## src/rtl/ws2812_cfg_decoder_if.sv

```systemverilog
// FIFO read port and config-bank outputs of ws2812_cfg_decoder.
// slave = decoder side, master = FIFO/driver side.
interface ws2812_cfg_decoder_if #(
    parameter int PHY_FIFO_WIDTH = 8,
    parameter int NUM_REGS       = 4,
    parameter int REG_BYTES      = 2
);
    localparam int RW = REG_BYTES * PHY_FIFO_WIDTH;

    logic                      f_empty;
    logic [PHY_FIFO_WIDTH-1:0] fifo_read_data;
    logic                      fifo_read_en;
    logic [NUM_REGS*RW-1:0]    cfg_data;
    logic                      write;
    logic [7:0]                write_idx;
    logic                      busy;
    logic                      err;

    modport master (
        output f_empty, fifo_read_data,
        input  fifo_read_en, cfg_data, write,
        input  write_idx, busy, err
    );

    modport slave (
        input  f_empty, fifo_read_data,
        output fifo_read_en, cfg_data, write,
        output write_idx, busy, err
    );
endinterface

```

## src/rtl/ws2812_cfg_decoder.sv

```systemverilog
// Opcode/value stream decoder loading the WS2812 config register bank.
// Define WS_CFG_TIMEOUT_EN to abort commands stalled between value bytes.
module ws2812_cfg_decoder #(
    parameter int PHY_FIFO_WIDTH = 8,
    parameter int NUM_REGS       = 4,
    parameter int REG_BYTES      = 2,
    parameter int TIMEOUT_CYCLES = 1000
) (
    input logic                  clk,
    input logic                  reset,
    ws2812_cfg_decoder_if.slave  bus
);
    localparam int W  = PHY_FIFO_WIDTH;
    localparam int RW = REG_BYTES * W;
    localparam int CW = (REG_BYTES > 1) ? $clog2(REG_BYTES) : 1;
    localparam logic [CW-1:0] LAST = CW'(REG_BYTES - 1);

    if (W < 8 || NUM_REGS < 1 || NUM_REGS > 126 ||
        REG_BYTES < 1 || TIMEOUT_CYCLES < 1) begin : g_bad_params
        $error("ws2812_cfg_decoder: illegal parameters");
    end

    typedef enum logic [1:0] {HOLD, WAIT, CAPTURE, COMMIT} state_t;

    state_t          state;
    logic            val_ph;
    logic [CW-1:0]   byte_cnt;
    logic [7:0]      sel_idx;
    logic [RW-1:0]   stage;
    logic [7:0]      op;
    logic            op_ok;

    assign op    = bus.fifo_read_data[7:0];
    assign op_ok = (op != 8'h00) && (op <= 8'(NUM_REGS));

`ifdef WS_CFG_TIMEOUT_EN
    localparam int TW = $clog2(TIMEOUT_CYCLES + 1);
    logic [TW-1:0] to_cnt;
`endif

    always_ff @(posedge clk) begin
        if (reset) begin
            state            <= HOLD;
            val_ph           <= 1'b0;
            byte_cnt         <= '0;
            sel_idx          <= '0;
            stage            <= '0;
            bus.cfg_data     <= '0;
            bus.fifo_read_en <= 1'b0;
            bus.write        <= 1'b0;
            bus.write_idx    <= '0;
            bus.busy         <= 1'b0;
            bus.err          <= 1'b0;
`ifdef WS_CFG_TIMEOUT_EN
            to_cnt           <= '0;
`endif
        end else begin
            bus.fifo_read_en <= 1'b0;
            bus.write        <= 1'b0;
            bus.err          <= 1'b0;
            unique case (state)
                HOLD: begin
                    if (!bus.f_empty) begin
                        bus.fifo_read_en <= 1'b1;
                        state            <= WAIT;
`ifdef WS_CFG_TIMEOUT_EN
                        to_cnt           <= '0;
`endif
                    end
`ifdef WS_CFG_TIMEOUT_EN
                    // stalled mid-command: drop the partial value
                    else if (bus.busy) begin
                        if (to_cnt == TW'(TIMEOUT_CYCLES - 1)) begin
                            bus.err  <= 1'b1;
                            bus.busy <= 1'b0;
                            val_ph   <= 1'b0;
                            stage    <= '0;
                            to_cnt   <= '0;
                        end else begin
                            to_cnt <= to_cnt + 1'b1;
                        end
                    end
`else
                    else begin
                        state <= HOLD;
                    end
`endif
                end
                WAIT: state <= CAPTURE;
                CAPTURE: begin
                    if (!val_ph) begin
                        state <= HOLD;
                        if (op_ok) begin
                            sel_idx  <= op - 8'd1;
                            byte_cnt <= '0;
                            bus.busy <= 1'b1;
                            val_ph   <= 1'b1;
                        end else if (op == 8'hFF) begin
                            bus.cfg_data <= '0;
                        end else if (op != 8'h00) begin
                            bus.err <= 1'b1;
                        end
                    end else begin
                        stage    <= (stage << W) | RW'(bus.fifo_read_data);
                        byte_cnt <= byte_cnt + 1'b1;
                        state    <= (byte_cnt == LAST) ? COMMIT : HOLD;
                    end
                end
                COMMIT: begin
                    for (int i = 0; i < NUM_REGS; i++) begin
                        if (sel_idx == 8'(i))
                            bus.cfg_data[i*RW +: RW] <= stage;
                    end
                    bus.write     <= 1'b1;
                    bus.write_idx <= sel_idx;
                    bus.busy      <= 1'b0;
                    val_ph        <= 1'b0;
                    state         <= HOLD;
                end
            endcase
        end
    end
endmodule

```

## src/flat_wrapper.sv

```systemverilog
// flat-port wrapper written by rule: the top's interface ports become plain ports
module ws2812_cfg_decoder_flat 
#(
    parameter int PHY_FIFO_WIDTH = 8,
    parameter int NUM_REGS       = 4,
    parameter int REG_BYTES      = 2,
    parameter int TIMEOUT_CYCLES = 1000
)
  (clk, reset, bus_f_empty, bus_fifo_read_data, bus_fifo_read_en, bus_cfg_data, bus_write, bus_write_idx, bus_busy, bus_err);
  ws2812_cfg_decoder_if #(.PHY_FIFO_WIDTH(PHY_FIFO_WIDTH), .NUM_REGS(NUM_REGS), .REG_BYTES(REG_BYTES)) bus_i ();
  input logic clk;
  input logic reset;
  input wire logic [$bits(bus_i.f_empty)-1:0] bus_f_empty;
  input wire logic [$bits(bus_i.fifo_read_data)-1:0] bus_fifo_read_data;
  output wire logic [$bits(bus_i.fifo_read_en)-1:0] bus_fifo_read_en;
  output wire logic [$bits(bus_i.cfg_data)-1:0] bus_cfg_data;
  output wire logic [$bits(bus_i.write)-1:0] bus_write;
  output wire logic [$bits(bus_i.write_idx)-1:0] bus_write_idx;
  output wire logic [$bits(bus_i.busy)-1:0] bus_busy;
  output wire logic [$bits(bus_i.err)-1:0] bus_err;
  assign bus_i.f_empty = bus_f_empty;
  assign bus_i.fifo_read_data = bus_fifo_read_data;
  assign bus_fifo_read_en = bus_i.fifo_read_en;
  assign bus_cfg_data = bus_i.cfg_data;
  assign bus_write = bus_i.write;
  assign bus_write_idx = bus_i.write_idx;
  assign bus_busy = bus_i.busy;
  assign bus_err = bus_i.err;
  ws2812_cfg_decoder #(.PHY_FIFO_WIDTH(PHY_FIFO_WIDTH), .NUM_REGS(NUM_REGS), .REG_BYTES(REG_BYTES), .TIMEOUT_CYCLES(TIMEOUT_CYCLES)) u_core (.clk(clk), .reset(reset), .bus(bus_i));
endmodule
```

## config.mk

```make
export PLATFORM = sky130hd
export DESIGN_NAME = ws2812_cfg_decoder_flat
export DESIGN_NICKNAME = d
export VERILOG_FILES = /design/src/rtl/ws2812_cfg_decoder_if.sv /design/src/rtl/ws2812_cfg_decoder.sv /design/src/flat_wrapper.sv
export SDC_FILE = /design/constraint.sdc
export NUM_CORES = 1
export LEC_CHECK = 0
export ABC_AREA = 0
export CAP_MARGIN = 10
export CORE_MARGIN = 2
export CORE_UTILIZATION = 65
export DETAILED_ROUTE_END_ITERATION = 12
export DONT_BUFFER_PORTS = 1
export GPL_TIMING_DRIVEN = 0
export PLACE_DENSITY = 0.81
export SYNTH_ARGS = -nofsm -noshare
export SYNTH_HDL_FRONTEND = slang
export SYNTH_SLANG_ARGS = --single-unit
```

## constraint.sdc

```tcl
create_clock -name clk -period 3.7 [get_ports clk]
set_clock_uncertainty 0.05 [all_clocks]
set_input_delay 0.74 -clock clk [delete_from_list [all_inputs] [get_ports clk]]
set_output_delay 0.74 -clock clk [all_outputs]
set_load 0.05 [all_outputs]
```

After elaboration in Yosys (flattened, before gate mapping)
Index checks and enable logic that the tools add are counted.
W data, S select, Z words.

operators by class
  equality and inequality tests = 15
  muxes and demuxes = 23
  add/sub/neg operators = 2
  bitwise operators = 4
  reduce and logical (&&, ||, !) cells = 16
  magnitude comparators = 1

operator list
  operator               count
  $mux W64               3
  $pmux W64 S2           1
  $mux W16               4
  $reduce_and A5 Y1      4
  $eq A8 B2 Y1 const B   2
  $or A16 B8 Y16         1
  $ne A2 B1 Y1 const B   6
  $mux W1                10
  $eq A8 B1 Y1 const B   1
  $eq A8 B8 Y1 const B   1
  $le A8 B3 Y1 const B   1
  $logic_not A8 Y1       1
  $pmux W2 S4            1
  $reduce_bool A8 Y1     1
  $sub A8 B1 Y8 const B  1
  $reduce_and A3 Y1      2
  $reduce_or A5 Y1       1
  $eq A2 B2 Y1 const B   2
  $mux W2                2
  $ne A2 B2 Y1 const B   2
  $pmux W1 S2            2
  $reduce_and A2 Y1      2
  $reduce_bool A2 Y1     2
  $not A1 Y1             3
  other kinds (5)        5

storage, ports and cells
  word-level logic and storage cells = 75
  register bits after elaboration = 104

Logic depth before layout (Yosys ltp)
Gate-level depths: netlist of run 1.

  depth after elaboration = 5
  gate-level depth with buffers = 8
  gate-level depth less buffers = 6

Worst setup path after synthesis of run 1
No wires, ideal clock.

  kind = input-to-reg
  start = input bus_fifo_read_data[3]
  end = register u_core.bus.cfg_data[8]
  buffers on the path = 1
  cell stages on the path = 5
  path slack = 1.409 ns
  arrival = 2.149 ns
  cells stage by stage = or4_4 o31ai_4 a21oi_2 buf_2 o32ai_1

on the way
  cells in the longest elaborated chain, start to end = 4
  elaborated cells on any way between the ends = 7

ends and longest elaborated chain
  element                                                    line                         source
  start: declaration                                         flat_wrapper.sv:14           input wire logic [$bits(bus_i.fifo_read_data)-1:0] bus_fifo_read_data;
  $le A8 B3 Y1 / $reduce_bool A8 Y1 (equally long branches)  ws2812_cfg_decoder.sv:34     assign op_ok = (op != 8'h00) && (op <= 8'(NUM_REGS));
  $logic_and A1 B1 Y1                                        ws2812_cfg_decoder.sv:34
  $ne A2 B2 Y1 (no source line)                              n/a
  $reduce_and A5 Y1 (no source line) (*)                     n/a
  end signal: indexed assignment                             ws2812_cfg_decoder.sv:112    bus.cfg_data[i*RW +: RW] <= stage;
  end: declaration                                           ws2812_cfg_decoder_if.sv:27  output fifo_read_en, cfg_data, write,

Every way passes the cells marked *; elsewhere a longest branch is shown, timed or not.
A chain may end at the register's enable or synchronous reset.

Worst setup path in the final report of run 1
  start = register u_core.state[1]
  end = register u_core.bus.cfg_data[7]

on the way
  cells in the longest elaborated chain, start to end = 3
  elaborated cells on any way between the ends = 9

ends and longest elaborated chain
  element                                                line                       source
  start: declaration                                     ws2812_cfg_decoder.sv:25   state_t state;
  start signal: assignment                               ws2812_cfg_decoder.sv:106  state <= (byte_cnt == LAST) ? COMMIT : HOLD;
  $eq A2 B2 Y1                                           ws2812_cfg_decoder.sv:61   unique case (state)
  $ne A2 B1 Y1 (no source line) (tied with other cells)  n/a
  $reduce_and A5 Y1 (no source line)                     n/a

Several ways; a longest one is shown, not always the timed one.

==> flow_summary.yaml, run 1 <==
status:
  status: "finished clean"
floorplan:
  dieArea_mm2: 0.006703
  io_pins: 87
  die_x_um: 81.87
  rows: 28
  core-area_mm2: 0.005886
  start_util: 0.6696
  die_h_um: 81.87
worst_setup_path:
  crit_arrival_ns: 2.54
  worstReg2RegEnd: "u_core.bus.cfg_data[7]"
  r2r_cells: 7
  r2r_setup_slack_ns: 1.35
  path_class: "flip-flop to flip-flop"
  required_ns: 3.89
  end_kind: "flip-flop"
  cp-start-kind: "flip-flop"
  timing.rr.start: "u_core.state[1]"
  cp_max_fo: 10
clocking:
  cts_resized: 0
  cts.htree.levels: 3
  worstSkewPairLatency_ns: 0.38
  ctsHoldBuffers: 0
  cts-buffers-inserted: 9
  cts_tree: "built"
  clock_path_buffers: 2
  path_clk_slew_ns: 0.11
  cts_root_buffer: "clkbuf_8"
  cts_setup_buffers: 0
  clkSinkCount: 104
timing:
  whs_ns: 0.3802
  min_period_over_period: 0.6347
  setup_viol_count_final: 0
  min_period_ns: 2.349
  worst_pin_slew_ns: 0.5610
  report.final.slew_viol_count: 0
  clock.fmax_mhz: 425.8
  rsz0062_at_grt: "no"
  slew_headroom: 0.6255
  fin_setup_tns_ns: 0
  hold_viol: 0
cells_and_area:
  finalNetCount: 464
  syn_to_final_growth_pct: 7.111
  diodes: 0
  layout-drive-gt1-share: 0.07473
  fin_cells: 530
routing:
  drt.antenna.violating_nets: 0
  viasPerCell: 6.068
  drt_wl_total_mm: 9.248
  drt_iter0_markers: 165
  detail_route.first_pass.iterations: 4
  wl_per_cell_um: 17.45
  drcViolationCount: 0
  route.vias.total: 3216
synth:
  synth_cell_type_count: 39
  ys.flop_type: "dfxtp_1"
  synth_top_cell_by_area: "dfxtp_1"
  ys_top_cells_by_area: "dfxtp_1 53%, o32ai_1 11%, inv_1 6.6%"
  yosysMostFrequentCell: "dfxtp_1"
  synth_edf_count: 0
  synthArstFlopShare: 0
  yosys_warnings: 0
  syn_avg_cell_area_um2: 8.978
  synth_nets: 453
  yosysSeqAreaShare: 0.5283
  synthCells: 439
  synth_top_area_share: 0.5283
  yosys-top-cells-count: "104 x dfxtp_1, 69 x inv_1, 66 x nand2_1"
  syn-cell-area_mm2: 0.003941
  synth-seq-cells: 104
placed_design:
  dp_hpwl_mm: 6.650
  place.gp.congestion: 0.8089
  place_inst: 514
  io_buffer_count: 0
global_routing:
  grt_first_pass_wirelength_mm: 14.24
  grt_pass1_vias: 2934
  grt_usage: 0.2832
  antenna_found_initial: 0
  overflow: 0
  grt_max_degree: 20
power_and_ir_drop:
  power.density_mw_per_mm2: 442.2
  static-leakage-power_uw: 0.001283
  comb_power_share: 0.032
  power.internal_uw: 1393
  clkPwrFrac: 0.365
  switchingPower_uw: 473.6
  peakVddDrop_mv: 0.2496
  pwr-share-seq: 0.603
  p_sw_frac: 0.2536
worst_hold_path:
  holdPathEnd: "u_core.bus.fifo_read_en"
  worstHoldPathCells: 1
  min_path_type: "input pin to flip-flop"
  hold_start: "bus_f_empty"
run:
  drv_cap: 0
-- worst max-delay path by stage --
stage | startpoint | endpoint | depth (start not counted) | slack [ns]
after floorplan | bus_fifo_read_data[3] | u_core.bus.cfg_data[8] | 5 | 1.41
after global placement | bus_fifo_read_data[0] | u_core.bus.cfg_data[1] | 7 | 1.24
after detailed placement | bus_fifo_read_data[3] | u_core.bus.cfg_data[59] | 5 | 1.18
after CTS | u_core.state[1] | u_core.bus.cfg_data[7] | 7 | 1.37
after global routing | u_core.state[1] | u_core.bus.cfg_data[56] | 7 | 1.17
final | u_core.state[1] | u_core.bus.cfg_data[7] | 7 | 1.35
-- stage by stage --
stage          setup slack (ns)  power, µW    util  instance area (µm²)
3_3_place_gp              1.239       1210  0.6856                 4035
3_5_place_dp              1.182       1211  0.6856                 4035
6_report                  1.351       1867  0.7173                 4222
5_1_grt                   1.172       1911  0.7173                 4222
4_1_cts                   1.373       1863  0.7173                 4222
2_1_floorplan             1.409       1197       -                 3941
-- placed cells by master, fill, tap and decap left out, types with 2 or more instances in the layout --
| cell type | synthesis | routed |
|---|---|---|
| and2_1 | 2 | 2 |
| o31ai_1 | 17 | 17 |
| ha_1 | 3 | 3 |
| clkinv_4 | 0 | 3 |
| nand2_1 | 66 | 66 |
| o32ai_1 | 48 | 48 |
| xnor2_1 | 2 | 2 |
| clkbuf_8 | 0 | 9 |
| inv_1 | 69 | 69 |
| nand4_1 | 3 | 3 |
| o21a_1 | 4 | 4 |
| o21ai_0 | 2 | 2 |
| a31oi_1 | 2 | 2 |
| inv_6 | 0 | 2 |
| nor2b_1 | 4 | 4 |
| nor2_1 | 9 | 9 |
| buf_2 | 7 | 7 |
| nor3_1 | 3 | 3 |
| dfxtp_1 | 104 | 104 |
| a21oi_2 | 4 | 4 |
| clkbuf_1 | 23 | 23 |
| a21oi_1 | 26 | 26 |
| nand3_1 | 18 | 18 |
| a211oi_1 | 5 | 5 |
-- metal layers --
metal,GRT usage,routed length [µm],vias to the layer above
met5,0,0,-
met4,0.1450,225,0
met3,0.08352,804,22
met2,0.4407,4360,127
met1,0.3561,3858,1516
li1,-,-,1551
-- registers in the layout (all words and copies together) (netlist names) --
| signal | count |
|---|---|
| u_core.bus.err | 1 |
| u_core.sel_idx | 8 |
| u_core.stage | 16 |
| u_core.bus.write_idx | 8 |
| u_core.bus.write | 1 |
| u_core.state | 2 |
| u_core.byte_cnt | 1 |
| u_core.val_ph | 1 |
| u_core.bus.cfg_data | 64 |
| u_core.bus.fifo_read_en | 1 |
| u_core.bus.busy | 1 |
-- power by group through the flow --
stage / logic [µW] / registers, µW / clock network, µW
3_3_place_gp: 58.1 / 1150 / 0
5_1_grt: 66.0 / 1130 / 718
2_1_floorplan: 45.0 / 1150 / 0
6_report: 59.9 / 1130 / 681
4_1_cts: 59.3 / 1130 / 678
3_5_place_dp: 59.1 / 1150 / 0
-- final cells by class --
| class | instances | area, µm² |
|---|---|---|
| plain buffers | 31 | 128.9 |
| clock buffers | 9 | 123.9 |
| clock inverters | 7 | 62.56 |
| fillers | 486 | 1664 |
| inverters | 69 | 259.0 |
| multi-input cells | 235 | 1471 |
| flip-flops and latches | 104 | 2082 |
| well taps | 75 | 93.84 |
-- critical path, stage by stage (launching register included) --
cell and delay [ns]:
dfxtp_1 0.32, buf_4 0.14, nor4bb_1 0.28, clkbuf_1 0.22, nand4b_1 0.38, a21oi_2 0.44, buf_2 0.29, o32ai_1 0.10
-- kinds of logic (layout without fill, tap and decap cells) --
family / after synthesis / after routing / share of synthesized area
simple gates: 117 / 117 / 0.1416
compound gates: 112 / 112 / 0.2156
flops: 104 / 104 / 0.5283
buf+inv: 100 / 116 / 0.09841
fa+ha+maj: 3 / 3 / 0.009525
xor+xnor: 3 / 3 / 0.006668
(Power assumes the default switching activity.)
==> inputs of run 2 (changes only) <==
--- a/config.mk
+++ b/config.mk
@@ -8,11 +8,11 @@
 export ABC_AREA = 0
 export CAP_MARGIN = 10
 export CORE_MARGIN = 2
-export CORE_UTILIZATION = 65
+export CORE_UTILIZATION = 56
 export DETAILED_ROUTE_END_ITERATION = 12
 export DONT_BUFFER_PORTS = 1
 export GPL_TIMING_DRIVEN = 0
-export PLACE_DENSITY = 0.81
+export PLACE_DENSITY = 0.74
 export SYNTH_ARGS = -nofsm -noshare
 export SYNTH_HDL_FRONTEND = slang
 export SYNTH_SLANG_ARGS = --single-unit
==> constraint.sdc (replaced) <==
create_clock -name clk -period 2.05 [get_ports clk]
set_clock_uncertainty 0.05 [all_clocks]
set_input_delay 0.41 -clock clk [delete_from_list [all_inputs] [get_ports clk]]
set_output_delay 0.41 -clock clk [all_outputs]
set_load 0.05 [all_outputs]
==> flow_summary.yaml, run 2 (synthesis gave the netlist of run 1 again) <==
placed_design:
  post_dp_cell_area_mm2: 0.004061
  dp_hpwl_mm: 6.969
  place.gp.congestion: 0.8329
  io_buffer_count: 0
clocking:
  ctsHoldBuffers: 0
  clock_path_buffers: 2
  worstSkewPairLatency_ns: 0.37
  cts_tree: "built"
  cts-buffers-inserted: 9
  clkSinkCount: 104
  cts_root_buffer: "clkbuf_8"
  path_clk_slew_ns: 0.10
  cts.htree.levels: 3
worst_setup_path:
  path_buf_inv: 3
  path_cells: "buf_4, nor4bb_1, clkbuf_2, nand4_1, a21oi_4, buf_2, o32ai_1"
  critPathSlowestCell: "dfxtp_1"
  startpoint: "u_core.state[1]"
  cp-start-kind: "flip-flop"
  required_ns: 2.24
  cp_max_fo: 10
  end_kind: "flip-flop"
  crit_arrival_ns: 2.12
  path_class: "flip-flop to flip-flop"
  cpPeakStageDelay_ns: 0.32
  timing.rr.start: "u_core.state[1]"
  path_delay_family: "buffers and inverters"
floorplan:
  start_util: 0.5801
  die_x_um: 87.89
  rows: 30
  io_pins: 87
  die_h_um: 87.89
  core-area_mm2: 0.006794
  dieArea_mm2: 0.007725
cells_and_area:
  top_regs: "u_core.bus.cfg_data: 64 flops, u_core.stage: 16 flops"
  layout_commonest_cell: "dfxtp_1"
  syn_to_final_growth_pct: 10.13
  layout-drive-gt1-share: 0.1002
  finalNetCount: 468
  fin_area_mm2: 0.004340
  final_cell_mix: "103 x dfxtp_1, 69 x inv_1, 66 x nand2_1"
  largest_reg_flops: 64
  top_register: "u_core.bus.cfg_data"
  fillCellCount: 604
  diodes: 0
timing:
  clock.fmax_mhz: 517.4
  slew_headroom: 0.6211
  hold_viol: 0
  min_period_over_period: 0.9428
  min_period_ns: 1.933
  rsz0062_at_grt: "no"
  setup_viol_count_final: 0
  whs_ns: 0.06457
  report.final.slew_viol_count: 0
  worst_pin_slew_ns: 0.5675
  fin_setup_tns_ns: 0
routing:
  detail_route.first_pass.iterations: 5
  drt_wl_total_mm: 9.602
  drcViolationCount: 0
  drt.antenna.violating_nets: 0
  wl_per_cell_um: 17.30
  route.vias.total: 3199
  drt_iter0_markers: 166
  viasPerCell: 5.764
global_routing:
  grt_max_degree: 19
  overflow: 0
  grt_first_pass_wirelength_mm: 15.19
  antenna_found_initial: 0
  grt_pass1_vias: 3010
  grt_usage: 0.2554
power_and_ir_drop:
  static-leakage-power_uw: 0.001323
  power.density_mw_per_mm2: 767.4
  peakVddDrop_mv: 0.3695
run:
  drv_cap: 0
worst_hold_path:
  min_path_type: "input pin to flip-flop"
  hold_start: "bus_f_empty"
status:
  status: "finished clean"
-- run 2: final timing paths --
kind	cells after the start	endpoint	slack, ns
max	7	u_core.bus.cfg_data[25]	0.12
min	1	u_core.bus.fifo_read_en	0.06
max reg2reg	7	u_core.bus.cfg_data[25]	0.12
min reg2reg	1	u_core.byte_cnt	0.44
-- run 2: power by group --
| part | total, µW | internal [µW] | switching (µW) |
|---|---|---|---|
| clock | 1180 | 453 | 723 |
| combinational | 121 | 34.8 | 86.0 |
| sequential | 2030 | 2020 | 10.6 |
-- run 2: final cells by class --
type / instances / area (µm²) / share of cell area
multi-input cells: 235 / 1515 / 0.3491
clock buffers: 9 / 123.9 / 0.02854
repair buffers: 6 / 57.56 / 0.01326
well taps: 96 / 120.1 / 0.02767
plain buffers: 29 / 125.1 / 0.02883
clock inverters: 7 / 56.30 / 0.01297
flip-flops and latches: 104 / 2083 / 0.4800
inverters: 69 / 259.0 / 0.05967
-- run 2: metal layers --
metal	vias up	share of wire	global-route usage	wire (µm)
li1	1558	-	-	-
met5	-	0	0	0
met3	12	0.079	0.06315	762
met4	0	0.012	0.08951	116
met1	1507	0.43	0.3310	4082
met2	122	0.48	0.4167	4640
-- run 2: metrics by stage --
step / setup WS [ns] / power (µW) / cells / utilization
finish: 0.1173 / 3331 / 555 / 0.6389
global route: 0.0002061 / 3439 / 555 / 0.6389
CTS: 0.01595 / 3340 / 555 / 0.6344
detailed placement: -0.3527 / 2188 / 535 / 0.5978
global placement: -0.2760 / 2186 / 535 / 0.5978
floorplan: 0.08902 / 2160 / 439 / -
-- run 2: repair_timing --
item / CTS / global route
resized for setup: 5 / 8
setup buffers: 4 / 2
pin swaps: 3 / 3
setup endpoints to repair: 52 / 67
-- run 2: worst reg2reg max path: cells and delay by family (launching register included) --
kind,cells,cell delay [ns]
buffers and inverters,3,0.60
AND/OR/NAND/NOR,2,0.45
AO/OA/AOI/OAI,2,0.38
flip-flops,1,0.32
==> inputs of run 3 (changes only) <==
--- a/config.mk
+++ b/config.mk
@@ -7,12 +7,13 @@
 export LEC_CHECK = 0
 export ABC_AREA = 0
 export CAP_MARGIN = 10
+export CORE_ASPECT_RATIO = 0.5
 export CORE_MARGIN = 2
-export CORE_UTILIZATION = 56
+export CORE_UTILIZATION = 62
 export DETAILED_ROUTE_END_ITERATION = 12
 export DONT_BUFFER_PORTS = 1
 export GPL_TIMING_DRIVEN = 0
-export PLACE_DENSITY = 0.74
+export PLACE_DENSITY = 0.78
 export SYNTH_ARGS = -nofsm -noshare
 export SYNTH_HDL_FRONTEND = slang
 export SYNTH_SLANG_ARGS = --single-unit
==> constraint.sdc (replaced) <==
create_clock -name clk -period 1.91 [get_ports clk]
set_clock_uncertainty 0.05 [all_clocks]
set_input_delay 0.382 -clock clk [delete_from_list [all_inputs] [get_ports clk]]
set_output_delay 0.382 -clock clk [all_outputs]
set_load 0.05 [all_outputs]
==> flow_summary.yaml, run 3 (synthesis gave the netlist of run 1 again) <==
global_routing:
  antenna_found_initial: 0
  grt_usage: 0.3022
  grt_max_degree: 17
  grt_pass1_vias: 3170
  overflow: 0
  grt_first_pass_wirelength_mm: 15.94
floorplan:
  start_util: 0.6455
  die_h_um: 60.38
  core-area_mm2: 0.006106
  dieArea_mm2: 0.007050
  rows: 20
  die_x_um: 116.8
  io_pins: 87
routing:
  drt.antenna.violating_nets: 0
  wl_per_cell_um: 18.29
  drcViolationCount: 0
  route.vias.total: 3345
  drt_wl_total_mm: 10.13
  drt_iter0_markers: 241
  detail_route.first_pass.iterations: 4
  viasPerCell: 6.038
power_and_ir_drop:
  power.density_mw_per_mm2: 926.8
  peakVddDrop_mv: 0.5280
  static-leakage-power_uw: 0.001463
timing:
  report.final.slew_viol_count: 0
  min_period_over_period: 0.9791
  clock.fmax_mhz: 534.7
  hold_viol: 0
  fin_ws_ns: 0.03983
  fin_setup_tns_ns: 0
  min_period_ns: 1.870
  worst_pin_slew_ns: 0.5915
  slew_headroom: 0.6057
  setup_viol_count_final: 0
clocking:
  ctsHoldBuffers: 0
  cts-buffers-inserted: 9
  clkSinkCount: 104
  worstSkewPairLatency_ns: 0.35
  cts_tree: "built"
  path_clk_slew_ns: 0.06
  cts_root_buffer: "clkbuf_16"
  cts.htree.levels: 3
  clock_path_buffers: 2
cells_and_area:
  layout_commonest_cell: "dfxtp_1"
  top_regs: "u_core.bus.cfg_data: 64 flops, u_core.stage: 16 flops"
  largest_reg_flops: 64
  final_cell_mix: "103 x dfxtp_1, 69 x inv_1, 66 x nand2_1"
  top_register: "u_core.bus.cfg_data"
  fin_cells: 554
  syn_to_final_growth_pct: 17.30
  diodes: 0
  fin_util: 0.7572
  finalNetCount: 476
  layout-drive-gt1-share: 0.1373
worst_setup_path:
  end_kind: "flip-flop"
  crit_arrival_ns: 2.08
  required_ns: 2.12
  path_class: "flip-flop to flip-flop"
  cp_max_fo: 9
  cp-start-kind: "flip-flop"
placed_design:
  io_buffer_count: 0
  place_inst: 527
  place.gp.congestion: 0.8897
  place_ws_ns: -0.5131
  dp_hpwl_mm: 7.372
run:
  drv_cap: 0
worst_hold_path:
  min_path_type: "input pin to flip-flop"
status:
  status: "finished clean"
-- run 3: changes by cell type in the layout (fill, tap and decap cells not counted), sizes merged --
cell / delta
buf: +10
bufinv: +2
clkinv: -2
clkinvlp: -2
inv: -1
-- run 3: path summary, 6_finish.rpt --
| check | depth (start not counted) | startpoint | endpoint | slack [ns] |
|---|---|---|---|---|
| worst min register to register | 1 | u_core.byte_cnt | u_core.byte_cnt | 0.44 |
| worst max register to register | 6 | u_core.state[1] | u_core.sel_idx[2] | 0.04 |
| worst max-delay path | 6 | u_core.state[1] | u_core.sel_idx[2] | 0.04 |
| worst min-delay path | 1 | bus_f_empty | u_core.bus.fifo_read_en | 0.06 |
-- run 3: where the power goes --
part | internal, µW | total, µW | switching (µW)
registers | 2170 | 2180 | 11.4
clock network | 1180 | 1960 | 777
logic | 46.7 | 144 | 97.4
-- run 3: per-layer routing --
layer | wire (µm) | track usage
met1 | 4283 | 0.3894
met2 | 4664 | 0.4773
met5 | 0 | 0
met3 | 1044 | 0.1169
met4 | 142 | 0.1008
-- run 3: worst max-delay path, stage by stage, from the launching register on --
cell and delay, ns:
dfxtp_1 0.33, buf_4 0.15, or3b_4 0.39, nor4_4 0.41, buf_4 0.19, nor2_1 0.05, a211oi_2 0.21
-- run 3: layout make-up --
class | count | area (µm²)
sequential | 104 | 2086
multi-input combinational | 235 | 1565
fill | 440 | 1483
inverter | 69 | 259.0
clock buffer | 11 | 242.7
buffer | 28 | 158.9
timing repair buffer | 15 | 125.1
tap | 88 | 110.1
clock inverter | 4 | 76.32
-- run 3: repair_timing --
action	in CTS	in global routing
endpoints found under the hold margin	0	0
resized for setup	16	19
setup endpoints to repair	68	70
setup buffers	9	6
pin swaps	5	5
-- run 3: stage by stage --
stage	hold slack [ns]	power [µW]	area, µm²
4_1_cts	0.05109	4302	4514
3_5_place_dp	0.4231	2352	4073
5_1_grt	0.06522	4393	4623
3_3_place_gp	0.4090	2346	4073
6_report	0.06379	4285	4623
2_1_floorplan	0.3939	2322	3963
